==> config.mk <==
export PLATFORM = sky130hd
export DESIGN_NAME = segment_value_sampler
export DESIGN_NICKNAME = d
export VERILOG_FILES = /design/src/rtl/segment_value_sampler_pkg.sv /design/src/rtl/segment_value_sampler_lfsr_galois.sv /design/src/rtl/segment_value_sampler.sv
export SDC_FILE = /design/constraint.sdc
export NUM_CORES = 1
export LEC_CHECK = 0
export ABC_AREA = 1
export BUFFER_PORTS_ARGS = -buffer_cell sky130_fd_sc_hd__buf_2
export CORE_ASPECT_RATIO = 2
export CORE_UTILIZATION = 28
export CTS_BUF_LIST = sky130_fd_sc_hd__clkbuf_8
export CTS_CLUSTER_DIAMETER = 80
export DETAILED_ROUTE_END_ITERATION = 7
export PLACE_DENSITY = 0.45
export SYNTH_ARGS = -nofsm -noshare
export SYNTH_HDL_FRONTEND = slang
export SYNTH_SLANG_ARGS = --single-unit
==> constraint.sdc <==
create_clock -name in_clk -period 5.5 [get_ports in_clk]
set_input_delay 1.1 -clock in_clk [delete_from_list [all_inputs] [get_ports in_clk]]
set_output_delay 1.1 -clock in_clk [all_outputs]
set_load 0.005 [all_outputs]
==> src/rtl/segment_value_sampler_pkg.sv <==
// Shared constants for the segment value sampler: FSM encoding, segment kinds
// and the LFSR feedback polynomial.
package segment_value_sampler_pkg;

    localparam logic [1:0] ST_IDLE  = 2'd0;
    localparam logic [1:0] ST_CHECK = 2'd1;
    localparam logic [1:0] ST_DRAW  = 2'd2;
    localparam logic [1:0] ST_DONE  = 2'd3;

    localparam logic [1:0] SEG_NONE   = 2'd0;
    localparam logic [1:0] SEG_KIND_1 = 2'd1;
    localparam logic [1:0] SEG_KIND_2 = 2'd2;
    localparam logic [1:0] SEG_KIND_3 = 2'd3;

    localparam logic [15:0] LFSR_MASK_16 = 16'hB400;

endpackage

==> src/rtl/segment_value_sampler_lfsr_galois.sv <==
// Right-shifting Galois LFSR with synchronous load and advance enable.
// A zero seed would lock the register, so it is replaced by 1.
module lfsr_galois
    import segment_value_sampler_pkg::*;
#(
    parameter int WIDTH = 16,
    parameter int OUT_WIDTH = 8,
    parameter logic [WIDTH-1:0] FEEDBACK = WIDTH'(LFSR_MASK_16)
) (
    input  logic                 clk,
    input  logic                 rst_n,
    input  logic                 load,
    input  logic                 enable,
    input  logic [WIDTH-1:0]     seed,
    output logic [OUT_WIDTH-1:0] out_bits
);

    logic [WIDTH-1:0] state_q;
    logic [WIDTH-1:0] state_d;

    always_comb begin
        state_d = state_q;
        if (load) begin
            state_d = (seed == '0) ? WIDTH'(1) : seed;
        end else if (enable) begin
            state_d = (state_q >> 1) ^ (state_q[0] ? FEEDBACK : '0);
        end
    end

    always_ff @(posedge clk or negedge rst_n) begin
        if (!rst_n) begin
            state_q <= WIDTH'(1);
        end else begin
            state_q <= state_d;
        end
    end

    assign out_bits = state_q[OUT_WIDTH-1:0];

endmodule

==> src/rtl/segment_value_sampler.sv <==
// Draws a uniform integer in [from, to] of the chosen segment using LFSR
// rejection sampling, with a deterministic fold-back after MAX_RETRIES draws.
module segment_value_sampler
    import segment_value_sampler_pkg::*;
#(
    parameter int MAX_BIT_WIDTH_OF_INTEGER_VARIABLE   = 8,
    parameter int MAXIMUM_BIT_WIDTH_OF_VARIABLE_INDEX = 2,
    parameter int LFSR_WIDTH                          = 16,
    parameter int MAX_RETRIES                         = 4
) (
    input  logic                                           in_clk,
    input  logic                                           in_reset,
    input  logic                                           in_seed_load,
    input  logic [MAX_BIT_WIDTH_OF_INTEGER_VARIABLE:0]     in_seed,
    input  logic                                           in_start,
    input  logic [1:0]                                     in_segment_type,
    input  logic [MAX_BIT_WIDTH_OF_INTEGER_VARIABLE-1:0]   in_segment_from,
    input  logic [MAX_BIT_WIDTH_OF_INTEGER_VARIABLE-1:0]   in_segment_to,
    input  logic [MAXIMUM_BIT_WIDTH_OF_VARIABLE_INDEX-1:0] in_variable_index,
    output logic                                           out_busy,
    output logic                                           out_valid,
    output logic                                           out_error,
    output logic [MAX_BIT_WIDTH_OF_INTEGER_VARIABLE-1:0]   out_proposed_value,
    output logic [MAXIMUM_BIT_WIDTH_OF_VARIABLE_INDEX-1:0] out_variable_index,
    output logic [1:0]                                     out_debug_state
);

    localparam int W  = MAX_BIT_WIDTH_OF_INTEGER_VARIABLE;
    localparam int XW = W + 1;
    localparam int IW = MAXIMUM_BIT_WIDTH_OF_VARIABLE_INDEX;
    localparam int RW = (MAX_RETRIES > 1) ? $clog2(MAX_RETRIES) : 1;

    logic [1:0]    state_q, state_d;
    logic [1:0]    type_q, type_d;
    logic [W-1:0]  from_q, from_d;
    logic [W-1:0]  to_q, to_d;
    logic [IW-1:0] idx_q, idx_d;
    logic [RW-1:0] retry_q, retry_d;
    logic          err_q, err_d;
    logic [W-1:0]  value_q, value_d;
    logic          out_valid_q, out_valid_d;
    logic          out_error_q, out_error_d;
    logic [W-1:0]  out_value_q, out_value_d;
    logic [IW-1:0] out_index_q, out_index_d;

    logic [W-1:0]  lfsr_bits;
    logic [XW-1:0] from_x;
    logic [XW-1:0] span;
    logic [XW-1:0] mask;
    logic [XW-1:0] cand;
    logic          accept;

    lfsr_galois #(
        .WIDTH    (LFSR_WIDTH),
        .OUT_WIDTH(W)
    ) u_lfsr (
        .clk     (in_clk),
        .rst_n   (in_reset),
        .load    (in_seed_load && (state_q == ST_IDLE)),
        .enable  (state_q == ST_DRAW),
        .seed    (LFSR_WIDTH'(in_seed)),
        .out_bits(lfsr_bits)
    );

    // span is W+1 bits signed; its MSB is the "to < from" flag. The mask is the
    // span with every bit below its leading one filled in.
    always_comb begin
        from_x = {from_q[W-1], from_q};
        span   = {to_q[W-1], to_q} - from_x;
        mask   = span;
        for (int i = 1; i < XW; i = i * 2) begin
            mask = mask | (mask >> i);
        end
        cand   = {1'b0, lfsr_bits} & mask;
        accept = (cand <= span);
    end

    always_comb begin
        state_d     = state_q;
        type_d      = type_q;
        from_d      = from_q;
        to_d        = to_q;
        idx_d       = idx_q;
        retry_d     = retry_q;
        err_d       = err_q;
        value_d     = value_q;
        out_valid_d = 1'b0;
        out_error_d = 1'b0;
        out_value_d = out_value_q;
        out_index_d = out_index_q;
        case (state_q)
            ST_IDLE: begin
                if (in_start) begin
                    type_d  = in_segment_type;
                    from_d  = in_segment_from;
                    to_d    = in_segment_to;
                    idx_d   = in_variable_index;
                    state_d = ST_CHECK;
                end
            end
            ST_CHECK: begin
                if ((type_q == SEG_NONE) || span[W]) begin
                    err_d   = 1'b1;
                    state_d = ST_DONE;
                end else begin
                    err_d   = 1'b0;
                    retry_d = '0;
                    state_d = ST_DRAW;
                end
            end
            ST_DRAW: begin
                if (accept) begin
                    value_d = W'(from_x + cand);
                    state_d = ST_DONE;
                end else if (retry_q == RW'(MAX_RETRIES - 1)) begin
                    // mask < 2*(span+1), so cand-span-1 still lands inside the range
                    value_d = W'(from_x + (cand - span - XW'(1)));
                    state_d = ST_DONE;
                end else begin
                    retry_d = retry_q + RW'(1);
                end
            end
            ST_DONE: begin
                out_valid_d = 1'b1;
                out_error_d = err_q;
                out_index_d = idx_q;
                if (!err_q) begin
                    out_value_d = value_q;
                end
                state_d = ST_IDLE;
            end
            default: state_d = ST_IDLE;
        endcase
    end

    always_ff @(posedge in_clk or negedge in_reset) begin
        if (!in_reset) begin
            state_q     <= ST_IDLE;
            type_q      <= '0;
            from_q      <= '0;
            to_q        <= '0;
            idx_q       <= '0;
            retry_q     <= '0;
            err_q       <= 1'b0;
            value_q     <= '0;
            out_valid_q <= 1'b0;
            out_error_q <= 1'b0;
            out_value_q <= '0;
            out_index_q <= '0;
        end else begin
            state_q     <= state_d;
            type_q      <= type_d;
            from_q      <= from_d;
            to_q        <= to_d;
            idx_q       <= idx_d;
            retry_q     <= retry_d;
            err_q       <= err_d;
            value_q     <= value_d;
            out_valid_q <= out_valid_d;
            out_error_q <= out_error_d;
            out_value_q <= out_value_d;
            out_index_q <= out_index_d;
        end
    end

    assign out_busy           = (state_q != ST_IDLE);
    assign out_valid          = out_valid_q;
    assign out_error          = out_error_q;
    assign out_proposed_value = out_value_q;
    assign out_variable_index = out_index_q;
    assign out_debug_state    = state_q;

endmodule

== Word level (Yosys, flattened, before mapping) ==
Cells that the tools add are included.

* Add/subtract/negate cells: 6
* $lt $le $gt $ge: 1
* Equality and inequality tests: 9
* Muxes and demuxes: 18
* Bitwise logic cells: 7
* Reduce and logical (&&, ||, !) cells: 14

{| class="wikitable"
|+ Operators by type and width
! operator !! count
|-
| two-way mux 16 bit || 3
|-
| adder 8 bit || 2
|-
| logical NOT 16 bit || 1
|-
| two-way mux 8 bit || 2
|-
| bitwise XOR 15 x 16 -> 16 bit || 1
|-
| two-way mux 2 bit || 6
|-
| AND 8 x 9 -> 9 bit || 1
|-
| less-or-equal comparator 9 bit || 1
|-
| two-way mux 9 bit || 1
|-
| bitwise OR 9 x 1 -> 9 bit || 1
|-
| bitwise OR 9 x 5 -> 9 bit || 1
|-
| bitwise OR 9 x 7 -> 9 bit || 1
|-
| bitwise OR 9 x 8 -> 9 bit || 1
|-
| subtractor 8 x 8 -> 9 bit || 1
|-
| != test 2 bit (second input constant) || 4
|-
| case mux 2 bit (4 select lines) || 1
|-
| AND reduction 2 bit || 4
|-
| nonzero test 2 bit || 4
|-
| subtractor 8 x 1 -> 8 bit (second input constant) || 1
|-
| subtractor 8 bit || 1
|-
| equality test 2 bit (second input constant) || 3
|-
| logical NOT 2 bit || 2
|-
| two-way mux 1 bit || 4
|-
| case mux 2 bit (2 select lines) || 1
|-
| 7 further kinds || 7
|}

* Register bits: 61
* Input bits: 33
* Output and inout port bits: 15

== Longest topological paths before layout ==
* Depth in word-level cells: 11
* Gate-level depth with buffers: 29

== By module ==
A second synthesis with hierarchy kept.

* Cell total of the unflattened synthesis: 558
* Area total of the unflattened synthesis: 4533.1 um2

{| class="wikitable"
|+ By module, submodules not included
! module !! times used !! cells an instance !! area each (um2) !! sequential area each (um2)
|-
| segment_value_sampler || 1 || 434 || 3525.9 || 1126.1
|-
| lfsr_galois || 1 || 124 || 1007.2 || 401.6
|}

== Worst setup path before layout ==
Ideal clock, no wire load.

* Path kind: flip-flop to flip-flop
* From: register to_q[0]
* To: register value_q[7]
* Arrival: 3.742 ns
* Path slack: 1.641 ns
* Cell stages (with the launch flop): 28
* Period minus slack after synthesis: 3.859 ns
* Cells stage by stage: dfrtp_1 > inv_1 > ha_1 > inv_1 > fa_1 > nand2_1 > nand2_1 > nand3b_2 > nand2_1 > nand2_1 > nand2_2 > nor2_2 > nand2_2 > nor3_4 > nand3_2 > o21ai_2 > inv_2 > fa_1 > ha_1 > fa_1 > a31oi_1 > nand3_1 > nand2_1 > nand2_1 > nand3_1 > nand2_1 > nand2_1 > nand2_1

* Word-level cells in the longest chain between the ends: 11
* Elaborated cells on any way between the ends: 15

{| class="wikitable"
|+ RTL lines
! what !! line !! RTL
|-
| start: declaration || segment_value_sampler.sv:36 || <nowiki>logic [W-1:0] to_q, to_d;</nowiki>
|-
| start signal: assignment || segment_value_sampler.sv:154 || <nowiki>to_q <= to_d;</nowiki>
|-
| subtractor 8 x 8 -> 9 bit (*) || segment_value_sampler.sv:69 || <nowiki>span = {to_q[W-1], to_q} - from_x;</nowiki>
|-
| bitwise OR 9 x 8 -> 9 bit || segment_value_sampler.sv:72 || <nowiki>mask = mask | (mask >> i);</nowiki>
|-
| bitwise OR 9 x 7 -> 9 bit || segment_value_sampler.sv:72 ||
|-
| bitwise OR 9 x 5 -> 9 bit || segment_value_sampler.sv:72 ||
|-
| bitwise OR 9 x 1 -> 9 bit || segment_value_sampler.sv:72 ||
|-
| AND 8 x 9 -> 9 bit || segment_value_sampler.sv:74 || <nowiki>cand = {1'b0, lfsr_bits} & mask;</nowiki>
|-
| subtractor 8 bit || segment_value_sampler.sv:117 || <nowiki>value_d = W'(from_x + (cand - span - XW'(1)));</nowiki>
|-
| subtractor 8 x 1 -> 8 bit || segment_value_sampler.sv:117 ||
|-
| adder 8 bit || segment_value_sampler.sv:117 ||
|-
| two-way mux 8 bit || segment_value_sampler.sv:115 || <nowiki>end else if (retry_q == RW'(MAX_RETRIES - 1)) begin</nowiki>
|-
| two-way mux 8 bit || segment_value_sampler.sv:112 || <nowiki>if (accept) begin</nowiki>
|-
| end signal: assignment || segment_value_sampler.sv:158 || <nowiki>value_q <= value_d;</nowiki>
|-
| end: declaration || segment_value_sampler.sv:40 || <nowiki>logic [W-1:0] value_q, value_d;</nowiki>
|}

Mark *: on every way between the ends. The rest lies on a longest branch, timed or not. The select of a mux whose other input is x is not followed.
A chain may end at the register's enable or synchronous reset.

== Final worst setup path ==
* From: register from_q[0]
* To: register value_q[7]

* Word-level cells in the longest chain between the ends: 11
* Elaborated cells on any way between the ends: 15

{| class="wikitable"
|+ RTL lines
! what !! line !! RTL
|-
| start: declaration || segment_value_sampler.sv:35 || <nowiki>logic [W-1:0] from_q, from_d;</nowiki>
|-
| start signal: assignment || segment_value_sampler.sv:153 || <nowiki>from_q <= from_d;</nowiki>
|-
| subtractor 8 x 8 -> 9 bit || segment_value_sampler.sv:69 ||
|-
| bitwise OR 9 x 8 -> 9 bit || segment_value_sampler.sv:72 ||
|-
| bitwise OR 9 x 7 -> 9 bit || segment_value_sampler.sv:72 ||
|-
| bitwise OR 9 x 5 -> 9 bit || segment_value_sampler.sv:72 ||
|-
| bitwise OR 9 x 1 -> 9 bit || segment_value_sampler.sv:72 ||
|-
| AND 8 x 9 -> 9 bit || segment_value_sampler.sv:74 ||
|-
| subtractor 8 bit || segment_value_sampler.sv:117 ||
|-
| subtractor 8 x 1 -> 8 bit || segment_value_sampler.sv:117 ||
|-
| adder 8 bit || segment_value_sampler.sv:117 ||
|-
| two-way mux 8 bit || segment_value_sampler.sv:115 ||
|-
| two-way mux 8 bit || segment_value_sampler.sv:112 ||
|}

Parallel ways exist; a longest one is shown, timed or not. The select of a mux whose other input is x is not followed.

==> out/qor.txt <==
Largest net degree at the start of global routing -> 62
Critical Path Most Common Cell -> nand2_1
Critical path's slowest cell -> fa_1
Area of the multi-input gates -> 0.002290 mm2
Fillers -> 1,596
Global-route wire length before repair -> 17,280 um
CP Capture Type -> flip-flop
Post-cts resize count -> 0
Max Fclk -> 227.1 MHz
Avg Cell Area, Syn -> 8.259 um2
Detailed Routing Iterations Pass 1 -> 4
Clock sink count -> 61
Clock-pin transition on the worst setup and hold timing paths -> 0.08 ns
Critical path class -> flip-flop to flip-flop
Core area -> 0.01474 mm2
Antenna viol nets, final -> 0
PortBufs -> 47
Detailed Route Iter0 Violations -> 116
Startpoint type of the worst setup path -> flip-flop
Syn-to-layout area delta -> 16.01%
Sequential fraction of the synthesis area -> 36.34%
Worst-skew pair later-pin latency -> 0.37 ns
Total GRT Usage -> 14.97%
Die area -> 0.01554 mm2
Sequential cell area -> 0.001528 mm2
TritonCTS clock tree -> done
Antenna violations before repair -> 0
Die W -> 88.65 um
Antenna cells -> 0
Synthesized netlist cell count -> 509
Most frequent cells in the layout -> nand2_1 (112), inv_1 (88), dfrtp_1 (60)
Unrepaired setup endpoints after global routing -> no
Final max-slew violation count -> 0
Vias -> 3,403
Syn_nets -> 586
Vias per inst -> 4.478
Clk_skew -> 0.009517 ns
Worst Path Arrival -> 4.67 ns
Post-Route WL -> 10,340 um
CP required -> 5.76 ns
Root Buffer -> clkbuf_8
Synth Cell Area -> 0.004204 mm2
Commonest non-fill, non-tap cell in the layout -> nand2_1
Cts hold-fix bufs -> 0
Minimum clock period -> 4.403 ns
Remaining Overflow, GRT -> 0
Status -> finished clean
Final Wtd Congestion -> 0.8102
DRC -> 0
Final #Nets -> 637
Fraction of layout cells with a size suffix above 1 -> 21.06%
Setup repair bufs after CTS -> 0
Worst-path fanout max -> 5
Num rows -> 63
Max Cap Viol -> 0
Buf/Inv on CP -> 2
CTS Buffer Depth -> 2
H-tree depth -> 3
Die height -> 175.3 um
Post-synthesis register bit count -> 61
Hold Crit Class -> flip-flop to flip-flop
Setup-failing EPs final -> 0
Synth unique cells -> 41
Final Hold Fails -> 0
WL/cell -> 13.61 um
YS warnings -> 0
CP peak stage delay -> 0.45 ns
Worst Tran Pin Value -> 0.8112 ns
Setup TNS -> 0 ns
DP HPWL -> 8396 um
Post-route clock period utilization -> 80.06%
Vias in the first global route -> 3,555
Slew headroom -> 45.92%
Num CTS Buffers -> 9
Crit path max-delay family -> adder cells
Initial Util -> 28.52%
Num ports -> 48
[worst paths after layout]
path                            from                    end  slack [ns]  cells after the start
max reg2reg                from_q[0]             value_q[7]        1.10                     26
max in group asynchronous   in_reset  out_proposed_value[6]        4.06                      2
min                            err_q              out_error        0.47                      2
max                        from_q[0]             value_q[7]        1.10                     26
min in group asynchronous   in_reset              out_valid        0.90                      2
min reg2reg                    err_q              out_error        0.47                      2
[layout make-up]
class / instances / area share [%]
tap: 195 / 5.003
clock buffer: 10 / 2.822
inverter: 91 / 7.004
timing repair buffer: 49 / 5.131
clock inverter: 6 / 1.770
sequential: 61 / 31.32
multi-input combinational: 348 / 46.95
[routing by layer]
metal  GRT usage (%)  vias to the layer above  share of wire [%]
li1                -                     1735                  -
met1           15.23                     1598                 36
met2           27.85                       50                 57
met3           2.679                       20                2.2
met4           7.796                        0                4.1
met5               0                        -                  0
[flip-flops by register name, indices dropped and copies added (netlist names)]
name / flops
out_valid: 1
out_proposed_value: 8
to_q: 8
from_q: 8
err_q: 1
u_lfsr.state_q: 16
retry_q: 2
out_variable_index: 2
out_debug_state: 2
out_error: 1
type_q: 2
idx_q: 2
value_q: 8
[kinds of logic (layout without fill, tap and decap cells)]
logic type,count (synthesis),after routing,synth area share [%]
compound gates,81,81,11.73
xor+xnor,12,12,2.679
fa+ha+maj,44,44,14.70
buf+inv,100,156,9.197
flops,61,61,36.34
mux,16,16,4.286
simple gates,195,195,21.07
[worst min-delay path, stage by stage, from the launching register on]
cell	delay, ns
dfrtp_1	0.35
nand2_1	0.05
inv_1	0.04
[metrics by stage]
| step | cell area, um2 | utilization (%) | hold WS (ns) | setup WS [ns] | cells |
|---|---|---|---|---|---|
| 6_report | 4877 | 33.09 | 0.4683 | 1.097 | 760 |
| 5_1_grt | 4877 | 33.09 | 0.5009 | 0.6546 | 760 |
| 4_1_cts | 4877 | 33.09 | 0.4748 | 0.9822 | 760 |
| 3_5_place_dp | 4653 | 31.57 | 0.4560 | 0.9732 | 744 |
| 3_3_place_gp | 4653 | 31.57 | 0.4494 | 1.120 | 744 |
| 2_1_floorplan | 4204 | - | 0.4361 | 1.641 | 509 |
[cells in the mapped netlist, drive strengths merged]
master	instances	share of area, %
nand2	121	11
inv	91	8.1
dfrtp	60	36
o21ai	36	5.2
ha	35	10
a21oi	30	3.7
nand3	29	3.8
nor2	28	2.6
mux2	16	4.3
fa	9	4.3
clkbuf	7	0.63
or2	7	1.1
xnor2	7	1.5
o22ai	6	0.89
o221ai	5	1.0
xor2	5	1.2
nor3	4	0.74
buf	2	0.45
nand3b	2	0.74
nand4	2	0.30
nor4	2	0.30
o21bai	2	0.63
a31oi	1	0.15
dfstp	1	0.63
o31ai	1	0.18
Power is not shown: default switching activity piles up to over one toggle a cycle in this logic, so the estimate is an artifact.
